[src/rtl/task_8_deserializer.sv]
// Serial byte stream to N_BYTES frame deserializer with a one-frame ready/valid output buffer.
// Frame assembly and the output buffer run independently, so a back-to-back stream never stalls.
module task_8_deserializer #(
  parameter int N_BYTES     = 16,
  parameter int GAP_TIMEOUT = 4
) (
  input  logic        i_clk,
  input  logic        i_rst,
  input  logic [7:0]  i_data,
  input  logic        i_valid,
  input  logic        i_ready,
  output logic [7:0]  o_data [N_BYTES],
  output logic        o_valid,
  output logic        o_overflow,
  output logic        o_trunc,
  output logic [15:0] o_frame_cnt
);

  localparam int IDX_W = (N_BYTES > 1) ? $clog2(N_BYTES) : 1;
  localparam int GAP_W = $clog2(GAP_TIMEOUT + 1);
  localparam logic [IDX_W-1:0] LAST_IDX = IDX_W'(N_BYTES - 1);
  localparam logic [GAP_W-1:0] GAP_LAST = GAP_W'(GAP_TIMEOUT - 1);
  localparam logic [GAP_W-1:0] GAP_MAX  = GAP_W'(GAP_TIMEOUT);

  typedef enum logic {S_IDLE, S_COLLECT} state_t;

  state_t           state, state_nxt;
  logic [IDX_W-1:0] idx;
  logic [GAP_W-1:0] gap_cnt;
  logic [7:0]       asm_q [N_BYTES];

  logic byte_wr, frame_done, gap_inc, gap_expire, buf_free;

  // State register
  always_ff @(posedge i_clk) begin
    if (i_rst) state <= S_IDLE;
    else       state <= state_nxt;
  end

  // Next-state logic
  always_comb begin
    state_nxt = state;
    case (state)
      S_IDLE:    if (i_valid && !frame_done) state_nxt = S_COLLECT;
      S_COLLECT: if (frame_done || gap_expire) state_nxt = S_IDLE;
      default:   state_nxt = S_IDLE;
    endcase
  end

  // Control outputs; the index is held at 0 in IDLE, so one compare covers both states
  always_comb begin
    byte_wr    = i_valid;
    frame_done = i_valid && (idx == LAST_IDX);
    gap_inc    = (state == S_COLLECT) && !i_valid;
    gap_expire = gap_inc && (gap_cnt == GAP_LAST);
  end

  always_ff @(posedge i_clk) begin
    if (i_rst) begin
      idx     <= '0;
      gap_cnt <= '0;
      o_trunc <= 1'b0;
    end else begin
      o_trunc <= gap_expire;
      if (byte_wr) begin
        idx     <= frame_done ? '0 : idx + 1'b1;
        gap_cnt <= '0;
      end else if (gap_expire) begin
        idx     <= '0;
        gap_cnt <= '0;
      end else if (gap_inc && gap_cnt != GAP_MAX) begin
        gap_cnt <= gap_cnt + 1'b1;
      end
    end
  end

  // NOTE: the assembly array has no reset; every byte is written before it is copied out.
  always_ff @(posedge i_clk) begin
    if (byte_wr) asm_q[idx] <= i_data;
  end

  assign buf_free = !o_valid || i_ready;

  // Output buffer: the final byte comes straight from i_data so the frame loads on its own edge
  always_ff @(posedge i_clk) begin
    if (i_rst) begin
      for (int i = 0; i < N_BYTES; i++) o_data[i] <= '0;
      o_valid     <= 1'b0;
      o_overflow  <= 1'b0;
      o_frame_cnt <= '0;
    end else if (frame_done && buf_free) begin
      for (int i = 0; i < N_BYTES; i++)
        o_data[i] <= (i == N_BYTES - 1) ? i_data : asm_q[i];
      o_valid     <= 1'b1;
      o_frame_cnt <= o_frame_cnt + 16'd1;
    end else begin
      if (frame_done)          o_overflow <= 1'b1;
      if (o_valid && i_ready)  o_valid    <= 1'b0;
    end
  end

endmodule
[config.mk]
export PLATFORM = sky130hd
export DESIGN_NAME = task_8_deserializer
export DESIGN_NICKNAME = d
export VERILOG_FILES = /design/src/rtl/task_8_deserializer.sv
export SDC_FILE = /design/constraint.sdc
export NUM_CORES = 1
export LEC_CHECK = 0
export ABC_AREA = 1
export BUFFER_PORTS_ARGS = -buffer_cell sky130_fd_sc_hd__clkbuf_2
export CAP_MARGIN = 15
export CORE_ASPECT_RATIO = 0.8
export CORE_MARGIN = 2
export CORE_UTILIZATION = 55
export DETAILED_ROUTE_END_ITERATION = 10
export HOLD_SLACK_MARGIN = 0.12
export PLACE_DENSITY = 0.76
export SYNTH_ARGS = -nofsm -noshare
export SYNTH_HDL_FRONTEND = slang
export SYNTH_SLANG_ARGS = --single-unit
[constraint.sdc]
create_clock -name i_clk -period 1.8 [get_ports i_clk]
set_input_delay 0.36 -clock i_clk [delete_from_list [all_inputs] [get_ports i_clk]]
set_output_delay 0.36 -clock i_clk [all_outputs]
set_load 0.02 [all_outputs]
==> impl_results.md, run 1 <==
* Rows at 42
* Total core area at 16,700 um^2
* Worst r2r src: idx[0]
* Storage cell area at 6710 um^2
* Initial antenna violation count at 0
* Crit path from: idx[0]
* Switching Fraction at 19.5%
* Initial Utilization at between 50% and 60%
* Setup TNS at 0 ns
* Internal at 9.82 mW
* CTS Root Buffer Type: clkbuf_16
* Syn. warnings at 0
* 1st-iter DRT viols at 518
* Clk_skew at 0.0116 ns
* Number of buffers created by CTS at 26
* Die area at 18,400 um^2
* NetSw at 2.38 mW
* Reg power frac at 53.7%
* Final Setup Violations at 0
* Largest net degree at the start of global routing at 58
* #FFs+latches synth at 275
* Grt total ovfl at 0
* IO Count at 159
* Synthesized area per cell at 10.6 um^2
* Max-Slew Margin vs Limit at between 60 and 70%
* P per Cell Area at approximately 1100 nW/um^2
* Least-Margin Pin Slew at approximately 0.56 ns
* Cell count after synthesis at 897
* Layout cells sized above 1 at about 22%
* CTS tree: yes
* Die Wd at approximately 150 um
* Detail Route Antenna Nets at 0
* Sink Count at 275
* Syn_nets at around 900
* Final period utilization at 94.9%
* Skew-Pair Late Insertion Delay at around 0.52 ns
* Pre-antenna DRT Iters at 4
* GR Util All Layers at approximately 22%
* Nets at 1,090
* Vias at 6,675
* Syn Std Cell Area at 9510 um^2
* Number of global-route vias before repair at 6,133
* Sequential area share after synthesis at 70.5%
* Clock-pin slew on the worst setup and hold paths at 0.06 ns
* Max clock buf depth at 3
* Yosys cell types at 29
* Max Transition Viols Final at 0
* Fmax at 586 MHz
* GPL Wtd Cong at between 0.8 and 0.9
* Finished Layout Cells at roughly 1,300
* Leakage at 4.52 nW
* Total wire length at 20,800 um
* VDD IR max at 702 uV
* CP required at about 2.2 ns
* First-pass GRT wire length at about 32,000 um
* Critical path endpoint category: register
* H-tree Lvls at 1
* CP max stage cell: dfxtp_2
* Clock network fraction of total power at 43.9%
* Critical Path Max Stage Delay at about 0.35 ns
* Filler instances at 1,265
* DRC at 0
* Status: finished, final reports clean
* Vias/cell at 5.10
* Logic pwr share at ~2.3%
* CP Max Fanout at 29
* Number of port buffers at 158
* Post-Place Setup Slack at roughly 0.027 ns
* Ant diodes at 0
* Crit path DAT at 2.15 ns
* Hold_sp: i_ready
* Max cap viols at 0
* WL/cell at 15.9 um
* Area of the multi-input gates at 2410 um^2
* Worst-path cell chain: ha_2, nand2_4, nor2_4, nand2_4, buf_16, nor2_4, buf_4, nor2_1, nor3_1
* Min-delay worst type: in -> reg
* Critical path class: reg -> reg
* Area growth from synthesis to layout at 21.5%
* Die Ht at 122 um
* Fin. Hold Viols at 0
* Setup ws final at 0.0923 ns
* DP Cell Count at 1,259
* Final min period at 1.71 ns
* CP startpoint kind: register
* Detail Placement HPWL at between 10,000 and 15,000 um
==> placed cells by master (no fill, tap or decap), drive strengths merged, types with 5 or more instances in the layout <==
cell type and n:
edfxtp 120, ha 8, nand3 17, buf 31
dfxtp 155, nor2 300, clkbuf 204, nor3 5
nand2 54, a21oi 14, clkinv 5, inv 31
o21ai 134
==> logic make-up after synthesis <==
| group | share of synthesized area (%) |
|---|---|
| and+or+nand+nor | 16.1 |
| DFF | 70.5 |
| AOI/OAI and AO/OA | 8.09 |
| buffers and inverters | 4.20 |
| adders and majority gates | 1.05 |
| xor gates and xnor gates | 0.0921 |
==> stage by stage <==
step / util (%) / power (mW) / hold slack (ns) / instance area, um^2
3_3_place_gp: 63.6 / 6.97 / 0.450 / 10600
2_1_floorplan: - / 6.83 / 0.457 / 9510
4_1_cts: 68.8 / 12.3 / 0.162 / 11500
6_report: 69.1 / 12.2 / 0.177 / 11600
5_1_grt: 69.1 / 12.6 / 0.212 / 11600
3_5_place_dp: 63.6 / 6.97 / 0.462 / 10600
==> Yosys cell counts <==
master	number	share of area, %
nand4_1	4	0.26
nor2_1	296	12
a31oi_1	1	0.066
a211oi_1	2	0.16
edfxtp_1	120	38
nand3_1	17	0.89
nor2_4	2	0.24
nor2_8	1	0.21
or2_2	2	0.13
xor2_1	1	0.092
o21a_1	1	0.079
buf_2	10	0.53
buf_4	1	0.079
nor3_1	5	0.26
nand3b_1	1	0.079
inv_1	30	1.2
o21ai_1	28	1.5
nor2_2	1	0.066
buf_6	12	1.4
clkinv_1	2	0.079
o21ai_0	106	5.6
nand2_2	1	0.066
dfxtp_1	155	33
clkbuf_1	22	0.87
a21oi_1	14	0.74
inv_2	1	0.039
ha_1	8	1.1
nand2_4	1	0.12
nand2_1	52	2.1
==> power by group through the flow <==
stage,Clock (mW),Sequential (mW),Combinational (mW)
6_report,5.36,6.56,0.282
5_1_grt,5.69,6.56,0.315
4_1_cts,5.44,6.56,0.283
3_5_place_dp,0,6.69,0.281
3_3_place_gp,0,6.69,0.276
2_1_floorplan,0,6.69,0.141
==> critical path: cells and delay by family (launching register included) <==
family | cells | cell delay (ns)
simple gates | 6 | 0.72
fa+ha+maj | 1 | 0.21
buf+inv | 2 | 0.34
flops | 1 | 0.35
==> metal layers <==
metal	vias to the layer above	share of wire, %	track usage, %	wire [um]
met4	0	1.2	3.91	244
met3	22	5.8	3.90	1200
li1	3332	-	-	-
met5	-	0	0	0
met1	3134	47	32.3	9780
met2	187	46	36.4	9620
==> path summary, 6_finish.rpt <==
check	to	slack, ns	cells after the start
worst max register to register	o_frame_cnt[5]	0.09	9
worst min-delay path	o_overflow	0.18	4
worst max-delay path	o_frame_cnt[5]	0.09	9
worst min register to register	o_frame_cnt[4]	0.48	2
==> timing repair <==
item | in CTS | in global routing
endpoints found under the setup margin | 1 | 54
gates cloned | 0 | 1
resized for setup | 1 | 6
buffers inserted | 0 | 2
hold buffers | 0 | 0
pin swaps | 0 | 1
==> sequential cells by signal, indices dropped and copies added, names as in the netlist <==
register	flops
o_trunc	1
gap_cnt	3
state	1
o_overflow	1
o_valid	1
asm_q	120
idx	4
o_frame_cnt	16
o_data	128
==> cell type report <==
type / instances / area share (%)
clock buffer: 45 / 7.40
timing repair buffer: 190 / 10.0
tap: 220 / 2.38
inverter: 33 / 1.15
sequential: 275 / 58.1
multi-input combinational: 544 / 20.9
clock inverter: 3 / 0.108
Power figures use the tool's default switching activity.
==> run 2: changes to the inputs <==
--- a/config.mk
+++ b/config.mk
@@ -10,10 +10,10 @@
 export CAP_MARGIN = 15
 export CORE_ASPECT_RATIO = 0.8
 export CORE_MARGIN = 2
-export CORE_UTILIZATION = 55
+export CORE_UTILIZATION = 58
 export DETAILED_ROUTE_END_ITERATION = 10
 export HOLD_SLACK_MARGIN = 0.12
-export PLACE_DENSITY = 0.76
+export PLACE_DENSITY = 0.8
 export SYNTH_ARGS = -nofsm -noshare
 export SYNTH_HDL_FRONTEND = slang
 export SYNTH_SLANG_ARGS = --single-unit
==> constraint.sdc (replaced) <==
create_clock -name i_clk -period 2.1 [get_ports i_clk]
set_input_delay 0.42 -clock i_clk [delete_from_list [all_inputs] [get_ports i_clk]]
set_output_delay 0.42 -clock i_clk [all_outputs]
set_load 0.02 [all_outputs]
==> impl_results.md, run 2 (synthesized netlist as in run 1, its figures left out) <==
* Clk_skew at approximately 0.019 ns
* Fin. Hold Viols at 0
* P per Cell Area at 912 nW/um^2
* Largest net degree at the start of global routing at 71
* Number of buffers created by CTS at 26
* Least-Margin Pin Slew at 0.610 ns
* Max-Slew Margin vs Limit at 59.3%
* Crit path DAT at 2.35 ns
* Final min period at 1.91 ns
* Min-delay worst type: in -> reg
* Leading cell type in the layout, fill and taps excluded: nor2_1
* DRC at 0
* Die Ht at 119 um
* Max clock buf depth at 3
* Critical path class: reg -> reg
* Critical path endpoint category: register
* Worst-path cell chain: ha_1, nand2_2, nor2_4, nand2_4, buf_4, o21ai_0, nor2_1
* 1st-iter DRT viols at 551
* Die area at roughly 17,000 um^2
* Filler instances at between 1,000 and 1,500
* Fmax at 525 MHz
* Largest Register: o_data
* Post-CTS Setup Bufs at 0
* CTS tree: yes
* Post-CTS sizing at 0
* Clock-pin slew on the worst setup and hold paths at ~0.060 ns
* Final Setup Violations at 0
* Rows at 41
* Critical Path Max Stage Delay at 0.52 ns
* Largest registers: o_data: 128 flops, asm_q: 120 flops, o_frame_cnt: 16 flops
* VDD IR max at 584 uV
* IO Count at 159
* CTS Root Buffer Type: clkbuf_16
* Max Transition Viols Final at 0
* GR Util All Layers at 24.2%
* Die Wd at 147 um
* Nets at 1,082
* Skew-Pair Late Insertion Delay at between 0.5 and 0.6 ns
* Status: finished, final reports clean
* Max cap viols at 0
* Vias/cell at 5.24
* First-pass GRT wire length at 33,400 um
* Area of the multi-input gates at roughly 2400 um^2
* Detail Placement HPWL at 13,000 um
* Pre-antenna DRT Iters at 4
* CP startpoint kind: register
* Area growth from synthesis to layout at 19.6%
* Total wire length at 21,000 um
* RSZ-0062 raised after global routing: false
* Initial Utilization at 59.8%
* Vias at 6,802
* Ant diodes at 0
* Total core area at 15,900 um^2
* Detail Route Antenna Nets at 0
* Initial antenna violation count at 0
* Final period utilization at 90.7%
* Sink Count at ~280
* Number of port buffers at approximately 160
* Pwr Total at 10.4 mW
* CP Max Fanout at 65
* Layout cells sized above 1 at a little over a fifth
* H-tree Lvls at 1
* Storage cell area at between 6000 and 7000 um^2
* Number of global-route vias before repair at 6,463
* Hold_buf cts at 0
* Setup TNS at 0 ns
* Leakage at 4.44 nW
* WL/cell at 16.2 um
* Most frequent cells in the layout: nor2_1 (296), clkbuf_2 (158), dfxtp_1 (155)
* CP required at 2.54 ns
* CP max stage cell: buf_4
* Max reg flops at 128
* GPL Wtd Cong at 0.862
* Worst R2R Setup Slack at 0.19 ns
* Grt total ovfl at 0
run 2: cell types whose count changed in the layout (fill, tap and decap cells not counted), moves of 3 or more:
cell / delta
clkbuf_8: -7
clkinv_2: +5
buf_4: -4
clkbuf_16: -3
run 2: layer usage:
| layer | wire (um) | vias to the layer above | global-route usage, % |
|---|---|---|---|
| met5 | 0 | - | 0 |
| met4 | 399 | 0 | 7.15 |
| met3 | 1450 | 35 | 3.63 |
| met2 | 9790 | 238 | 38.6 |
| met1 | 9390 | 3226 | 34.6 |
| li1 | - | 3303 | - |
run 2: layout make-up:
cell class / instances / area share, %
clock inverter: 13 / 1.11
sequential: 275 / 59.0
multi-input combinational: 544 / 21.2
inverter: 33 / 1.12
tap: 215 / 2.37
clock buffer: 35 / 6.19
timing repair buffer: 182 / 9.09
run 2: power breakdown:
part           internal (mW)  switching (mW)  leakage (nW)
registers               5.61         0.00929          2.33
logic                 0.0582           0.177          1.69
clock network           2.61            1.91         0.411
run 2: worst max-delay path: cells and delay by family (launching register included):
family,cells,cell delay [ns]
buffers and inverters,1,0.52
AND/OR/NAND/NOR,4,0.56
AO/OA/AOI/OAI,1,0.16
flip-flops,1,0.34
adder cells (fa/ha/maj),1,0.23
run 2: per-stage QoR:
step	hold slack (ns)	util, %	area [um^2]	instances	worst slack [ns]
after CTS	0.233	71.5	11400	1297	0.185
after detailed placement	0.472	66.3	10500	1249	0.205
final	0.243	71.5	11400	1297	0.195
after floorplan	0.457	-	9510	897	0.587
after global routing	0.248	71.5	11400	1297	0.00604
after global placement	0.461	66.3	10500	1249	0.246
run 2: path summary, 6_finish.rpt:
check                                 from         end  cells past startpoint
worst max register to register      idx[0]  o_data[66]                      7
worst min register to register  o_data[17]  o_data[17]                      2
worst min-delay path                 i_rst       state                      2
worst max-delay path                idx[0]  o_data[66]                      7
